--- config.mk ---
export PLATFORM = sky130hd
export DESIGN_NAME = keypad_fifo
export DESIGN_NICKNAME = d
export VERILOG_FILES = /design/src/rtl/keypad_fifo.sv
export SDC_FILE = /design/constraint.sdc
export NUM_CORES = 1
export LEC_CHECK = 0
export ABC_AREA = 1
export CAP_MARGIN = 5
export CORE_AREA = 2 2 81 83
export CTS_BUF_LIST = sky130_fd_sc_hd__clkbuf_8
export DETAILED_ROUTE_END_ITERATION = 10
export DIE_AREA = 0 0 83 85
export GPL_ROUTABILITY_DRIVEN = 1
export PLACE_DENSITY = 0.7
export SYNTH_ARGS = -nofsm -noshare
export SYNTH_HDL_FRONTEND = slang
export SYNTH_SLANG_ARGS = --single-unit
--- constraint.sdc ---
create_clock -name wb_clk_i -period 2.4 [get_ports wb_clk_i]
set_input_delay 0.24 -clock wb_clk_i [delete_from_list [all_inputs] [get_ports wb_clk_i]]
set_output_delay 0.24 -clock wb_clk_i [all_outputs]
set_load 0.005 [all_outputs]
--- src/rtl/keypad_fifo.sv ---
// keypad_fifo: polls the keypad scanner every POLL_DIV+1 cycles and buffers
// each valid key code in a small circular FIFO. The CPU reads the FIFO
// through an IOR_N/CS_N port, and the end of each read access pops the head.
//
// Optional feature macro: KEYFIFO_OVERWRITE_EN
//   defined   - a push into a full FIFO (no pop) discards the oldest entry
//   undefined - a push into a full FIFO (no pop) drops the incoming code
// In both cases ovf is set.
module keypad_fifo #(
  parameter int DEPTH_LOG2 = 3,
  parameter int POLL_DIV   = 1000
) (
  input  logic        wb_clk_i,
  input  logic        wb_rst_i,
  input  logic [15:0] key_dat_i,
  output logic        key_rd_n_o,
  output logic        key_cs_n_o,
  input  logic        IOR_N,
  input  logic        CS_N,
  output logic [15:0] wb_dat_o
);

  localparam int DEPTH = 1 << DEPTH_LOG2;
  localparam int CNT_W = $clog2(POLL_DIV);
  localparam logic [CNT_W-1:0]    POLL_LAST = CNT_W'(POLL_DIV - 1);
  localparam logic [DEPTH_LOG2:0] FULL_CNT  = {1'b1, {DEPTH_LOG2{1'b0}}};

  typedef enum logic [0:0] {
    P_WAIT = 1'b0,
    P_RD   = 1'b1
  } poll_state_t;

  poll_state_t           state;
  logic [CNT_W-1:0]      poll_cnt;

  logic [3:0]            mem [0:DEPTH-1];
  logic [DEPTH_LOG2-1:0] rd_ptr;
  logic [DEPTH_LOG2-1:0] wr_ptr;
  logic [DEPTH_LOG2:0]   count;
  logic                  ovf;
  logic                  rd_act_q;

  logic                  rd_act;
  logic                  rd_end;
  logic                  nonempty;
  logic                  full;
  logic                  push;
  logic                  pop;
  logic                  wr_en;
  logic                  rd_adv;
  logic                  ovf_set;
  logic [3:0]            key_code;
  logic [3:0]            head;
  logic [4:0]            count_ext;
  logic                  unused_key_bits;

  // Upper status bits (keysta and padding) carry nothing this block needs.
  assign unused_key_bits = ^key_dat_i[15:5];

  // The scanner chip select always travels with its read strobe.
  assign key_cs_n_o = key_rd_n_o;

  // Decode CPU access edges, push/pop requests and FIFO status flags.
  always_comb begin
    rd_act   = !IOR_N && !CS_N;
    rd_end   = rd_act_q && !rd_act;
    nonempty = (count != {(DEPTH_LOG2+1){1'b0}});
    full     = (count == FULL_CNT);
    key_code = key_dat_i[3:0];
    push     = (state == P_RD) && key_dat_i[4];
    pop      = rd_end && nonempty;
  end

  // Resolve what the storage does this cycle, including the full-FIFO policy.
  always_comb begin
    wr_en   = 1'b0;
    rd_adv  = 1'b0;
    ovf_set = push && full && !pop;
`ifdef KEYFIFO_OVERWRITE_EN
    if (push) begin
      wr_en = 1'b1;
    end else begin
      wr_en = 1'b0;
    end
    if (pop || (push && full)) begin
      rd_adv = 1'b1;
    end else begin
      rd_adv = 1'b0;
    end
`else
    if (push && (!full || pop)) begin
      wr_en = 1'b1;
    end else begin
      wr_en = 1'b0;
    end
    if (pop) begin
      rd_adv = 1'b1;
    end else begin
      rd_adv = 1'b0;
    end
`endif
  end

  // Poll sequencer: count out the wait period, then strobe the scanner once.
  always_ff @(posedge wb_clk_i) begin
    if (wb_rst_i) begin
      state      <= P_WAIT;
      poll_cnt   <= '0;
      key_rd_n_o <= 1'b1;
    end else begin
      case (state)
        P_WAIT: begin
          if (poll_cnt == POLL_LAST) begin
            poll_cnt   <= '0;
            state      <= P_RD;
            key_rd_n_o <= 1'b0;
          end else begin
            poll_cnt   <= poll_cnt + 1'b1;
            key_rd_n_o <= 1'b1;
          end
        end
        P_RD: begin
          state      <= P_WAIT;
          key_rd_n_o <= 1'b1;
        end
        default: begin
          state      <= P_WAIT;
          poll_cnt   <= '0;
          key_rd_n_o <= 1'b1;
        end
      endcase
    end
  end

  // FIFO bookkeeping: pointers, occupancy, overflow flag and read tracking.
  always_ff @(posedge wb_clk_i) begin
    if (wb_rst_i) begin
      rd_ptr   <= '0;
      wr_ptr   <= '0;
      count    <= '0;
      ovf      <= 1'b0;
      rd_act_q <= 1'b0;
    end else begin
      rd_act_q <= rd_act;
      if (wr_en) begin
        wr_ptr <= wr_ptr + 1'b1;
      end else begin
        wr_ptr <= wr_ptr;
      end
      if (rd_adv) begin
        rd_ptr <= rd_ptr + 1'b1;
      end else begin
        rd_ptr <= rd_ptr;
      end
      if (wr_en && !rd_adv) begin
        count <= count + 1'b1;
      end else if (!wr_en && rd_adv) begin
        count <= count - 1'b1;
      end else begin
        count <= count;
      end
      // A new overflow outranks the clear from a finishing read.
      if (ovf_set) begin
        ovf <= 1'b1;
      end else if (rd_end) begin
        ovf <= 1'b0;
      end else begin
        ovf <= ovf;
      end
    end
  end

  // Key code storage; contents need no reset since the head is masked when empty.
  always_ff @(posedge wb_clk_i) begin
    if (wr_en && !wb_rst_i) begin
      mem[wr_ptr] <= key_code;
    end
  end

  // CPU read word built straight from FIFO state so it holds for the whole access.
  always_comb begin
    count_ext               = 5'b00000;
    count_ext[DEPTH_LOG2:0] = count;
    if (nonempty) begin
      head = mem[rd_ptr];
    end else begin
      head = 4'h0;
    end
    wb_dat_o = {nonempty, ovf, 1'b0, count_ext, 4'b0000, head};
  end

endmodule
==> reports/metrics.cfg <==
[power]
p_per_area_nw_per_um2 = 619.3
power_leakage_nw = 1.220
ir_drop_v = 0.0004024

[clocking]
post_cts_buffers = 0
worstSkewPairLatency_ps = 340
cts-hold-fix-buffers = 0
cts_resized = 0
numCtsBuffers = 9
htreeDepth = 3
cts.sinks = 59
cts_root_buf = clkbuf_8
clkTransAtPathRegs_ps = 80
cts_buffer_depth = 2
cts_tree = yes

[worst_setup_path]
path_class = flip-flop to output port
worstPathArrival_ps = 1970
crit_chain = buf_4 > inv_2 > o21ai_0 > nand3_1 > nand2_1 > nor2_1 > clkdlybuf4s50_1
end_kind = output port
worst_path_max_delay_cell = clkdlybuf4s50_1
ff2ff_path_depth = 15
max_stage_delay_ps = 510
ff2ff_setup_slack_ps = 300
reg2reg_from = count[0]
crit_path_end = wb_dat_o[3]
critPathLaunchType = flip-flop
cp_max_fo = 17
crit_required_ps = 2160
r2r_end = count[3]

[synth]
ys_seq_area_share_pct = 56.00
yosys-top-cells-area = edfxtp_1 36%, dfxtp_1 20%, nor2_1 9.7%
synth_edf_count = 32
synthFlopType = edfxtp_1
syn_inst = 306
synth_area_sq_um = 2681
ys_seq_elements = 59
yosysTopAreaCell = edfxtp_1
synthDistinctLibCells = 24
ys_warn_count = 0
synth.avg_cell_area_sq_um = 8.762
synth_common_cells = 69 x nor2_1, 52 x nand2_1, 32 x edfxtp_1
synthArstFlopShare_pct = 0
synth_top_area_share_pct = 35.84
yosysMostFrequentCell = nor2_1

[detailed_routing]
vias_per_cell = 4.707
drtIter0Drc = 68
wl_per_cell_um = 11.07
dr.pass1.iters = 4
finalWirelength_um = 4616
vias = 1963
ant_nets = 0
drc = 0

[layout]
drive_above_1_share_pct = 10.00
fin_nets = 362
n_antenna_cell = 0
area_growth_pct = 17.27

[grt]
overflow = 0
antenna_found_initial = 0
track_usage_pct = 14.58
first_global_vias = 1874
grt_max_degree = 18
grt_pass1_wl_um = 8004

[timing]
worst_clock_skew_ps = 9.492
fin_setup_tns_ps = 0
hold_viol_final = 0
hold_slack_ps = 466.5
max_freq_mhz = 452.1
slew_viol_final = 0
min_period_ps = 2212
finalSetupViolCount = 0
period_share_pct = 92.16
grt_setup_unrepaired = no

[floorplanning]
initial_utilization_pct = 43.21
die_h_um = 85
die_w_um = 83
core.rowCount = 29
core_region_area_sq_um = 6205
boundaryPins = 38
die-area_sq_um = 7055

[worst_hold_path]
hold_class = input port to flip-flop

[job]
drv_cap = 0

[status]
status = complete, no violations

[place]
io_buffer_count = 20
routabilityCongestion = 0.8204
hpwl_um = 3313

==> worst min path at each step <==
stage          start       end  cells past startpoint  slack, ps
2_1_floorplan   CS_N  rd_act_q                      1        320
3_3_place_gp     ovf       ovf                      2        460
3_5_place_dp     ovf       ovf                      2        460
4_1_cts         CS_N  rd_act_q                      2        440
5_1_grt         CS_N  rd_act_q                      2        470
6_report        CS_N  rd_act_q                      2        470
==> cells in the final DEF (no fill, tap or decap) <==
cell,instances
conb_1,6
inv_2,2
o21ai_0,24
ha_1,6
xor2_1,5
nand2_1,52
fa_1,1
nand3_2,2
or2_2,1
nand3b_1,1
nor3_4,1
inv_1,28
nand4_1,2
nor3_1,3
dfxtp_1,26
clkdlybuf4s50_1,20
nand2_2,2
a21oi_1,13
buf_4,9
edfxtp_1,32
inv_6,3
o21ai_1,3
clkinvlp_4,3
nand3_1,15
dfxtp_2,1
clkbuf_8,9
nor2_1,69
inv_8,1
==> worst max-delay path: cells and delay by family, from the launching register on <==
family	cells	cell delay, ps
buf+inv	3	910
flops	1	310
simple gates	3	270
compound gates	1	150
==> report_power, final <==
group | switching, mW | internal [mW] | total (mW)
Sequential | 0.00491 | 1.07 | 1.07
Combinational | 0.0279 | 0.0223 | 0.0501
Clock | 0.435 | 0.391 | 0.826
==> metal layers <==
layer	track usage (%)	routed length, um	up-vias
li1	-	-	1038
met1	16.31	2121	886
met2	25.07	2246	34
met3	4.280	189	5
met4	8.048	59	0
met5	0	0	-
==> flip-flops by register name (all words and copies together), names as in the netlist, named ones only <==
| signal | count |
|---|---|
| rd_act_q | 1 |
| mem | 32 |
| key_cs_n_o | 1 |
| wr_ptr | 3 |
| rd_ptr | 3 |
| state | 1 |
| count | 4 |
| ovf | 1 |
| poll_cnt | 10 |
==> stage by stage <==
stage	total power, mW	utilization, %	area, sq um	setup slack [ps]	instances
after floorplan	1.124	-	2700	370.2	311
after global placement	1.144	47.69	2959	96.45	401
after detailed placement	1.145	47.69	2959	65.47	401
after CTS	1.976	50.66	3143	50.62	417
after global routing	2.018	50.68	3144	56.10	417
final	1.947	50.68	3144	188.2	417
==> cell type report <==
cell class                      count  area [sq um]
Fill cell                         554          3060
Sequential cell                    59          1503
Multi-Input combinational cell    206         980.9
Timing Repair Buffer               29         267.8
Clock buffer                        9         123.9
Inverter                           30         112.6
Tap cell                           77         96.34
Clock inverter                      7         60.06
==> cell families (layout without fill, tap and decap cells) <==
group | after synthesis | in the layout | synth area share [%]
fa+ha+maj | 7 | 7 | 3.546
flops | 59 | 59 | 56.00
simple gates | 148 | 148 | 23.10
compound gates | 40 | 40 | 7.466
buf+inv | 46 | 75 | 8.120
other cells | 1 | 6 | 0.1399
xor+xnor | 5 | 5 | 1.633
(Power assumes the default switching activity.)
